==> src/rtl/pipe_pkg.sv <==
// Shared definitions for the handshaked pipeline-stage register: control-bundle
// layout and the skid-buffer occupancy states.
package pipe_pkg;

  localparam int CTRL_W = 22;

  // Control bundle bit offsets (LSB first)
  localparam int CTRL_MEMWRITE = 0;
  localparam int CTRL_REGWRITE = 1;
  localparam int CTRL_BRANCH   = 2;
  localparam int CTRL_MEMREAD  = 3;
  localparam int CTRL_ALUSRC   = 4;
  localparam int CTRL_MEMTOREG = 5;   // [6:5]
  localparam int CTRL_ALUOP    = 7;   // [9:7]
  localparam int CTRL_JUMP     = 10;
  localparam int CTRL_SD       = 11;
  localparam int CTRL_LD       = 12;
  localparam int CTRL_BNE      = 13;
  localparam int CTRL_WMASK    = 14;  // [21:14]

  typedef enum logic [1:0] {
    ST_EMPTY = 2'd0,
    ST_ONE   = 2'd1,
    ST_TWO   = 2'd2
  } stage_st_t;

endpackage

==> src/rtl/pipe_stage_hs_if.sv <==
// Upstream/downstream handshake bundle of one pipeline stage; the stage uses
// the slave view, whatever drives and consumes it uses the master view.
interface pipe_stage_hs_if #(
  parameter int DATA_W = 192,
  parameter int CTRL_W = pipe_pkg::CTRL_W,
  parameter int CNT_W  = 16
) ();

  logic              in_valid;
  logic              in_ready;
  logic [DATA_W-1:0] in_data;
  logic [CTRL_W-1:0] in_ctrl;
  logic              flush;
  logic              out_valid;
  logic              out_ready;
  logic [DATA_W-1:0] out_data;
  logic [CTRL_W-1:0] out_ctrl;
  logic [CNT_W-1:0]  stall_cnt;

  modport master (
    output in_valid, in_data, in_ctrl, flush, out_ready,
    input  in_ready, out_valid, out_data, out_ctrl, stall_cnt
  );

  modport slave (
    input  in_valid, in_data, in_ctrl, flush, out_ready,
    output in_ready, out_valid, out_data, out_ctrl, stall_cnt
  );

endinterface

==> src/rtl/pipe_skid_buf.sv <==
// Two-entry skid datapath: registered in_ready, outputs always from the main
// register, so nothing downstream reaches any output combinationally.
//   state    | meaning
//   ST_EMPTY | no beat held
//   ST_ONE   | one beat in main register
//   ST_TWO   | main and skid both held, in_ready low
module pipe_skid_buf
  import pipe_pkg::*;
#(
  parameter int DATA_W = 192,
  parameter int CTRL_W = 22
) (
  input  logic              clk,
  input  logic              nrst,
  input  logic              in_valid_i,
  output logic              in_ready_o,
  input  logic [DATA_W-1:0] in_data_i,
  input  logic [CTRL_W-1:0] in_ctrl_i,
  input  logic              flush_i,
  output logic              out_valid_o,
  input  logic              out_ready_i,
  output logic [DATA_W-1:0] out_data_o,
  output logic [CTRL_W-1:0] out_ctrl_o
);

  stage_st_t         state_q, state_d;
  logic [DATA_W-1:0] main_data_q, main_data_d, skid_data_q, skid_data_d;
  logic [CTRL_W-1:0] main_ctrl_q, main_ctrl_d, skid_ctrl_q, skid_ctrl_d;
  logic              rdy_q, rdy_d;
  logic              acc, drn;

  assign acc = in_valid_i & rdy_q;
  assign drn = (state_q != ST_EMPTY) & out_ready_i;

  always_comb begin
    state_d     = state_q;
    main_data_d = main_data_q;
    main_ctrl_d = main_ctrl_q;
    skid_data_d = skid_data_q;
    skid_ctrl_d = skid_ctrl_q;
    if (flush_i) begin
      // data registers hold; only control is scrubbed to a bubble
      state_d     = ST_EMPTY;
      main_ctrl_d = '0;
      skid_ctrl_d = '0;
    end else begin
      case (state_q)
        ST_EMPTY: if (acc) begin
          state_d     = ST_ONE;
          main_data_d = in_data_i;
          main_ctrl_d = in_ctrl_i;
        end
        ST_ONE: begin
          if (acc && !drn) begin
            state_d     = ST_TWO;
            skid_data_d = in_data_i;
            skid_ctrl_d = in_ctrl_i;
          end else if (drn && !acc) begin
            state_d     = ST_EMPTY;
            main_ctrl_d = '0;
          end else if (acc && drn) begin
            main_data_d = in_data_i;
            main_ctrl_d = in_ctrl_i;
          end
        end
        ST_TWO: if (drn) begin
          state_d     = ST_ONE;
          main_data_d = skid_data_q;
          main_ctrl_d = skid_ctrl_q;
          skid_ctrl_d = '0;
        end
        default: state_d = ST_EMPTY;
      endcase
    end
    rdy_d = (state_d != ST_TWO);
  end

  always_ff @(posedge clk or negedge nrst) begin
    if (!nrst) begin
      state_q     <= ST_EMPTY;
      main_data_q <= '0;
      main_ctrl_q <= '0;
      skid_data_q <= '0;
      skid_ctrl_q <= '0;
      rdy_q       <= 1'b1;
    end else begin
      state_q     <= state_d;
      main_data_q <= main_data_d;
      main_ctrl_q <= main_ctrl_d;
      skid_data_q <= skid_data_d;
      skid_ctrl_q <= skid_ctrl_d;
      rdy_q       <= rdy_d;
    end
  end

  assign in_ready_o  = rdy_q;
  assign out_valid_o = (state_q != ST_EMPTY);
  assign out_data_o  = main_data_q;
  assign out_ctrl_o  = main_ctrl_q;

endmodule

==> src/rtl/pipe_stage_hs.sv <==
// Inter-stage pipeline register with valid/ready handshake, flush-to-bubble,
// optional two-entry skid and a saturating backpressure counter.
module pipe_stage_hs #(
  parameter int DATA_W = 192,
  parameter int CTRL_W = pipe_pkg::CTRL_W,
  parameter int SKID   = 0,
  parameter int CNT_W  = 16
) (
  input logic            clk,
  input logic            nrst,
  pipe_stage_hs_if.slave bus
);

  logic             out_valid_w;
  logic [CNT_W-1:0] stall_q, stall_d;

  if (SKID == 0) begin : g_reg
    logic              valid_q, valid_d;
    logic [DATA_W-1:0] data_q, data_d;
    logic [CTRL_W-1:0] ctrl_q, ctrl_d;
    logic              rdy, acc;

    assign rdy = !valid_q | bus.out_ready;
    assign acc = bus.in_valid & rdy;

    always_comb begin
      valid_d = valid_q;
      data_d  = data_q;
      ctrl_d  = ctrl_q;
      if (bus.flush) begin
        valid_d = 1'b0;
        ctrl_d  = '0;
      end else if (acc) begin
        valid_d = 1'b1;
        data_d  = bus.in_data;
        ctrl_d  = bus.in_ctrl;
      end else if (valid_q && bus.out_ready) begin
        valid_d = 1'b0;
        ctrl_d  = '0;
      end
    end

    always_ff @(posedge clk or negedge nrst) begin
      if (!nrst) begin
        valid_q <= 1'b0;
        data_q  <= '0;
        ctrl_q  <= '0;
      end else begin
        valid_q <= valid_d;
        data_q  <= data_d;
        ctrl_q  <= ctrl_d;
      end
    end

    assign bus.in_ready = rdy;
    assign out_valid_w  = valid_q;
    assign bus.out_data = data_q;
    assign bus.out_ctrl = ctrl_q;
  end else begin : g_skid
    pipe_skid_buf #(
      .DATA_W (DATA_W),
      .CTRL_W (CTRL_W)
    ) u_skid (
      .clk         (clk),
      .nrst        (nrst),
      .in_valid_i  (bus.in_valid),
      .in_ready_o  (bus.in_ready),
      .in_data_i   (bus.in_data),
      .in_ctrl_i   (bus.in_ctrl),
      .flush_i     (bus.flush),
      .out_valid_o (out_valid_w),
      .out_ready_i (bus.out_ready),
      .out_data_o  (bus.out_data),
      .out_ctrl_o  (bus.out_ctrl)
    );
  end

  always_comb begin
    stall_d = stall_q;
    if (out_valid_w && !bus.out_ready && (stall_q != '1))
      stall_d = stall_q + 1'b1;
  end

  always_ff @(posedge clk or negedge nrst) begin
    if (!nrst) stall_q <= '0;
    else       stall_q <= stall_d;
  end

  assign bus.out_valid = out_valid_w;
  assign bus.stall_cnt = stall_q;

endmodule

==> src/flat_wrapper.sv <==
// flat-port wrapper written by rule: the top's interface ports become plain ports
module pipe_stage_hs_flat 
#(
  parameter int DATA_W = 192,
  parameter int CTRL_W = pipe_pkg::CTRL_W,
  parameter int SKID   = 0,
  parameter int CNT_W  = 16
)
  (clk, nrst, bus_in_valid, bus_in_data, bus_in_ctrl, bus_flush, bus_out_ready, bus_in_ready, bus_out_valid, bus_out_data, bus_out_ctrl, bus_stall_cnt);
  pipe_stage_hs_if #(.DATA_W(DATA_W), .CTRL_W(CTRL_W), .CNT_W(CNT_W)) bus_i ();
  input logic clk;
  input logic nrst;
  input wire logic [$bits(bus_i.in_valid)-1:0] bus_in_valid;
  input wire logic [$bits(bus_i.in_data)-1:0] bus_in_data;
  input wire logic [$bits(bus_i.in_ctrl)-1:0] bus_in_ctrl;
  input wire logic [$bits(bus_i.flush)-1:0] bus_flush;
  input wire logic [$bits(bus_i.out_ready)-1:0] bus_out_ready;
  output wire logic [$bits(bus_i.in_ready)-1:0] bus_in_ready;
  output wire logic [$bits(bus_i.out_valid)-1:0] bus_out_valid;
  output wire logic [$bits(bus_i.out_data)-1:0] bus_out_data;
  output wire logic [$bits(bus_i.out_ctrl)-1:0] bus_out_ctrl;
  output wire logic [$bits(bus_i.stall_cnt)-1:0] bus_stall_cnt;
  assign bus_i.in_valid = bus_in_valid;
  assign bus_i.in_data = bus_in_data;
  assign bus_i.in_ctrl = bus_in_ctrl;
  assign bus_i.flush = bus_flush;
  assign bus_i.out_ready = bus_out_ready;
  assign bus_in_ready = bus_i.in_ready;
  assign bus_out_valid = bus_i.out_valid;
  assign bus_out_data = bus_i.out_data;
  assign bus_out_ctrl = bus_i.out_ctrl;
  assign bus_stall_cnt = bus_i.stall_cnt;
  pipe_stage_hs #(.DATA_W(DATA_W), .CTRL_W(CTRL_W), .SKID(SKID), .CNT_W(CNT_W)) u_core (.clk(clk), .nrst(nrst), .bus(bus_i));
endmodule
==> config.mk <==
export PLATFORM = sky130hd
export DESIGN_NAME = pipe_stage_hs_flat
export DESIGN_NICKNAME = d
export VERILOG_FILES = /design/src/rtl/pipe_pkg.sv /design/src/rtl/pipe_stage_hs_if.sv /design/src/rtl/pipe_skid_buf.sv /design/src/rtl/pipe_stage_hs.sv /design/src/flat_wrapper.sv
export SDC_FILE = /design/constraint.sdc
export NUM_CORES = 1
export LEC_CHECK = 0
export BUFFER_PORTS_ARGS = -buffer_cell sky130_fd_sc_hd__clkbuf_2
export CORE_UTILIZATION = 28
export CTS_CLUSTER_SIZE = 12
export DETAILED_ROUTE_END_ITERATION = 7
export PLACE_DENSITY = 0.64
export SLEW_MARGIN = 20
export SYNTH_ARGS = -nofsm -noshare
export SYNTH_HDL_FRONTEND = slang
export SYNTH_HIERARCHICAL = 1
export SYNTH_SLANG_ARGS = --single-unit
==> constraint.sdc <==
create_clock -name clk -period 1.65 [get_ports clk]
set_input_delay 0.165 -clock clk [delete_from_list [all_inputs] [get_ports clk]]
set_output_delay 0.165 -clock clk [all_outputs]
set_load 0.01 [all_outputs]
Yosys cells after proc, flatten, opt, wreduce, memory -nomap -nowiden

Index checks and enable logic that the tools add are counted.

$add $sub $neg: 1
Eq/ne operators: 1
Muxes and demuxes: 6
Bitwise gates (word level): 3
Reduce and logical (&&, ||, !) cells: 7

Operator list:

| cell                                                             | count |
|---|---|
| 22-bit 2-to-1 mux                                                | 3 |
| 16-bit by 1-bit adder with 16-bit output (second input constant) | 1 |
| 16-bit != test (second input constant)                           | 1 |
| 1-bit logical AND                                                | 3 |
| 1-bit 2-to-1 mux                                                 | 3 |
| 3-bit nonzero test                                               | 1 |
| 1-bit zero test                                                  | 2 |
| 2-bit AND reduction                                              | 1 |
| 1-bit bitwise AND                                                | 1 |
| 1-bit inverter                                                   | 1 |
| 1-bit bitwise OR                                                 | 1 |

Bits in registers: 231
Input port bits: 219

Longest topological paths before layout

Depth in word-level cells: 5
Gate-level depth with buffers: 5
Mapped depth without buffers: 5

Worst setup path before layout

OpenSTA, ideal clock, no wires.

Kind: flip-flop to flip-flop
From: register u_core.stall_q[0], in the netlist u_core/bus.stall_cnt[0]
To: register u_core.stall_q[12], in the netlist u_core/bus.stall_cnt[12]
Setup time: 128 ps
Arrival: 1643 ps
Data required time: 1522 ps
Setup slack: -120 ps
Stages on the path, launching flop included: 6
Buffers on the path: 0
Cells stage by stage: dfrtp_1 -> ha_1 -> inv_1 -> or3_4 -> nor3_1 -> mux2_1

Word-level cells in the longest chain between the ends: 2
Elaborated cells on any way between the ends: 3

Ends and longest elaborated chain:

| element                                                                                          | line                | text |
|---|---|---|
| start: declaration                                                                               | pipe_stage_hs.sv:15 | `logic [CNT_W-1:0] stall_q, stall_d;` |
| start signal: assignment                                                                         | pipe_stage_hs.sv:86 | `else stall_q <= stall_d;` |
| parallel branches: the longest is 2 deep, another holds 16-bit by 1-bit adder with 16-bit output | --                  |  |

Several ways; the timed one is not identified.
A chain may end at the register's enable or synchronous reset.

Worst setup path after layout

From: register u_core.g_reg.valid_q, in the netlist u_core/bus.out_valid
To: register u_core.g_reg.data_q[19], in the netlist u_core/bus.out_data[19]

Word-level cells in the longest chain between the ends: 4

Ends and longest elaborated chain:

| element                              | line                | text |
|---|---|---|
| start: declaration                   | pipe_stage_hs.sv:18 | `logic valid_q, valid_d;` |
| start signal: assignment             | pipe_stage_hs.sv:49 | `valid_q <= valid_d;` |
| 1-bit zero test                      | pipe_stage_hs.sv:23 | `assign rdy = !valid_q \| bus.out_ready;` |
| 1-bit bitwise OR                     | pipe_stage_hs.sv:23 |  |
| 1-bit bitwise AND                    | pipe_stage_hs.sv:24 | `assign acc = bus.in_valid & rdy;` |
| 2-bit AND reduction (no source line) | --                  |  |
| end signal: assignment               | pipe_stage_hs.sv:50 | `data_q <= data_d;` |
| end: declaration                     | pipe_stage_hs.sv:19 | `logic [DATA_W-1:0] data_q, data_d;` |

No other way between the ends.

==> flow_metrics.py <==
metrics = {
    "job": {
        "cap_violations": 0,
    },
    "synthesis": {
        "avgSynthCellArea_sq_um": 16.3,
        "postSynthCellCount": 537,
        "synth.area.top_cells": "dfrtp_1 66%, mux2_2 23%, a22o_1 2.2%, mux2_1 1.9%, buf_4 1.2%",
        "synth-edff-count": 0,
        "synth-simple-area-share_pct": 2.95,
        "yosys.area.top_type": "dfrtp_1",
        "synth_xor_area_share_pct": 0.903,
        "synth-compound-area-share_pct": 2.57,
        "synthFlopType": "dfrtp_1",
        "yosys-top-cells-count": "231 x dfrtp_1, 181 x mux2_2, 22 x a22o_1",
        "synthArstFlopShare_pct": 100,
        "synth_fa_ha_area_share_pct": 0.143,
        "syn_nets": 757,
        "yosys_warnings": 6,
        "synth_top_family_by_area": "multiplexers",
        "yosysMostFrequentCell": "dfrtp_1",
        "synth-seq-cells": 231,
        "synth_top_area_share_pct": 66.2,
        "synth_area_sq_um": 8730,
        "synthMuxAreaShare_pct": 25.3,
        "ys_types": 33,
        "yosysSeqAreaShare_pct": 66.2,
    },
    "floorplan": {
        "die_w_um": 179,
        "design.core.area_sq_um": 30700,
        "die_height_um": 179,
        "row_count": 64,
        "die_area_sq_um": 31900,
        "top_level_ports": 451,
        "initial_utilization_pct": 28.5,
    },
    "place": {
        "portBuffers": 450,
        "hpwl_mm": 17.5,
        "dp_slack_ns": -0.139,
        "gp_congestion": 0.758,
        "place_inst": 1411,
    },
    "layout": {
        "stdcell_count": 1678,
        "diodes": 0,
        "fin_nets": 1484,
        "drive_gt1_share_pct": 58.2,
        "syn_to_final_growth_pct": 73.7,
        "fin_util_pct": 49.4,
    },
    "worst_setup_path": {
        "crit_chain": "and2b_4 > nor3b_4 > buf_12 > buf_12 > mux2_2",
        "r2r_setup_slack_ns": -0.09,
        "crit_buf_inv": 2,
        "crit_type": "flop to flop",
        "slowest_delay_ns": 0.38,
        "crit_path_start_kind": "flop",
        "crit_path_end_kind": "flop",
        "critical_path.top_delay_family": "simple AND/OR/NAND/NOR gates",
        "crit_required_ns": 2.06,
        "cpMostUsedCell": "buf_12",
        "slowest_stage": "dfrtp_1",
        "crit_fanout": 15,
        "arrival_ns": 2.15,
    },
    "global_route": {
        "grt.overflow.total": 0,
        "track_usage_pct": 15.8,
        "grt_pass1_wl_mm": 40.0,
        "grt_max_degree": 54,
        "grt_pass1_vias": 7895,
        "antenna_found_initial": 0,
    },
    "drt": {
        "drtPass1Iterations": 6,
        "drt_drc_violations_left": 0,
        "routed_via_density": 4.38,
        "wire_per_inst_um": 16.1,
        "drtAntennaViolNets": 0,
        "drtIter0Drc": 181,
        "vias": 7353,
        "wl_mm": 27.0,
    },
    "cts": {
        "ctsLongestPathBuffers": 3,
        "insertion_delay_ns": 0.53,
        "cts-htree-levels": 1,
        "cts_buffers": 26,
        "clkSlewWorstSetupHoldPaths_ns": 0.06,
        "cts.sinks": 231,
        "cts_tree": "done",
        "root_buffer": "clkbuf_16",
    },
    "outcome": {
        "failed_checks": "negative setup slack",
        "status": "finished with violations",
    },
    "sta": {
        "finalSetupViolCount": 187,
        "fin_skew_ns": 0.0130,
        "fin_crit_sh_pct": 105,
        "relSlewSlack_pct": 58.9,
        "hold_violations": 0,
        "fin_crit_ns": 1.74,
        "worst_slew_pin_slew_ns": 0.615,
        "rsz0062_at_grt": "true",
        "whs_ns": 0.0975,
        "fin_ws_ns": -0.0880,
        "fmax_mhz": 575,
        "slew_viol_final": 0,
    },
    "power_and_ir_drop": {
        "switching_power_mw": 4.55,
        "p_comb_share_pct": 23.0,
        "power.share.clock_pct": 34.4,
        "ir_drop_mv": 0.875,
        "seqPwrFrac_pct": 42.6,
        "power.density_nw_per_um2": 1100,
        "swShare_pct": 27.2,
        "p_leak_nw": 7.44,
        "cellInternalPower_mw": 12.2,
    },
    "min_path": {
        "hp-class": "primary input to flop",
    },
}
## final cells by class
| cell class | instances | area [sq um] |
|---|---|---|
| Clock buffer | 40 | 835 |
| Clock inverter | 6 | 33.8 |
| Fill cell | 2578 | 15500 |
| Sequential cell | 231 | 5780 |
| Multi-Input combinational cell | 278 | 2970 |
| Timing Repair Buffer | 724 | 5040 |
| Tap cell | 396 | 495 |
| Inverter | 3 | 13.8 |
## repair_timing
item,4_1_cts,5_1_grt
gates resized for setup,13,30
setup buffers,1,3
endpoints found under the hold margin,422,0
setup endpoints to repair,212,197
hold buffers,217,0
pin swaps,1,3
## state kept, by name (all words and copies together), names as in the netlist
name / count
u_core/bus.out_ctrl: 22
u_core/bus.stall_cnt: 16
u_core/bus.out_data: 192
u_core/bus.out_valid: 1
## metrics by stage
stage                     TNS, ns  total power [mW]  cell area [sq um]
after floorplan             -2.91              8.63               8750
after global placement      -8.24              10.4              11900
after global routing       -21.24              17.5              15200
final                       -9.07              16.7              15200
after CTS                  -14.19              16.7              15000
after detailed placement   -13.51              10.5              11900
## worst register-to-register path, cell delays in order (launching register included)
cell     delay (ns)
dfrtp_1        0.38
and2b_4        0.18
nor3b_4        0.28
buf_12         0.22
buf_12         0.19
mux2_2         0.37
## path summary, 6_finish.rpt
path,start,to,cells after the start
setup / recovery,u_core/bus.out_valid,u_core/bus.out_data[19],5
hold / removal,bus_out_ready,u_core/bus.stall_cnt[5],4
setup reg to reg,u_core/bus.out_valid,u_core/bus.out_data[19],5
hold reg to reg,u_core/bus.out_data[35],u_core/bus.out_data[35],1
max in group asynchronous,nrst,u_core/bus.out_data[22],3
min in group asynchronous,nrst,u_core/bus.out_data[80],2
## power groups by stage
stage	Combinational (mW)	Clock, mW	Sequential [mW]
after floorplan	1.04	0	7.59
after global placement	3.23	0	7.13
after detailed placement	3.29	0	7.16
after CTS	3.74	5.92	7.08
after global routing	4.15	6.14	7.23
final	3.85	5.74	7.12
## per-layer routing
metal | share of wire (%) | GRT usage (%)
met2 | 52 | 29.0
met1 | 38 | 17.6
met5 | 0 | 0
met4 | 2.8 | 5.90
met3 | 7.7 | 3.56
## cell families after synthesis
group                      count (synthesis)
xor gates and xnor gates                   9
muxes                                    196
AOI/OAI and AO/OA                         27
DFF                                      231
adders and majority gates                  1
and+or+nand+nor                           45
buffers and inverters                     28
## layout by cell type (no fill, tap or decap), types with 7 or more instances in the layout
cell type	count
dlygate4sd3_1	217
clkbuf_2	448
mux2_2	154
dfrtp_1	231
nor2_1	9
mux2_1	14
clkbuf_16	27
clkbuf_8	12
mux2_4	28
nand3_1	7
a22o_1	22
buf_12	13
buf_4	42
Note: power is estimated with default switching activity, not from simulation.
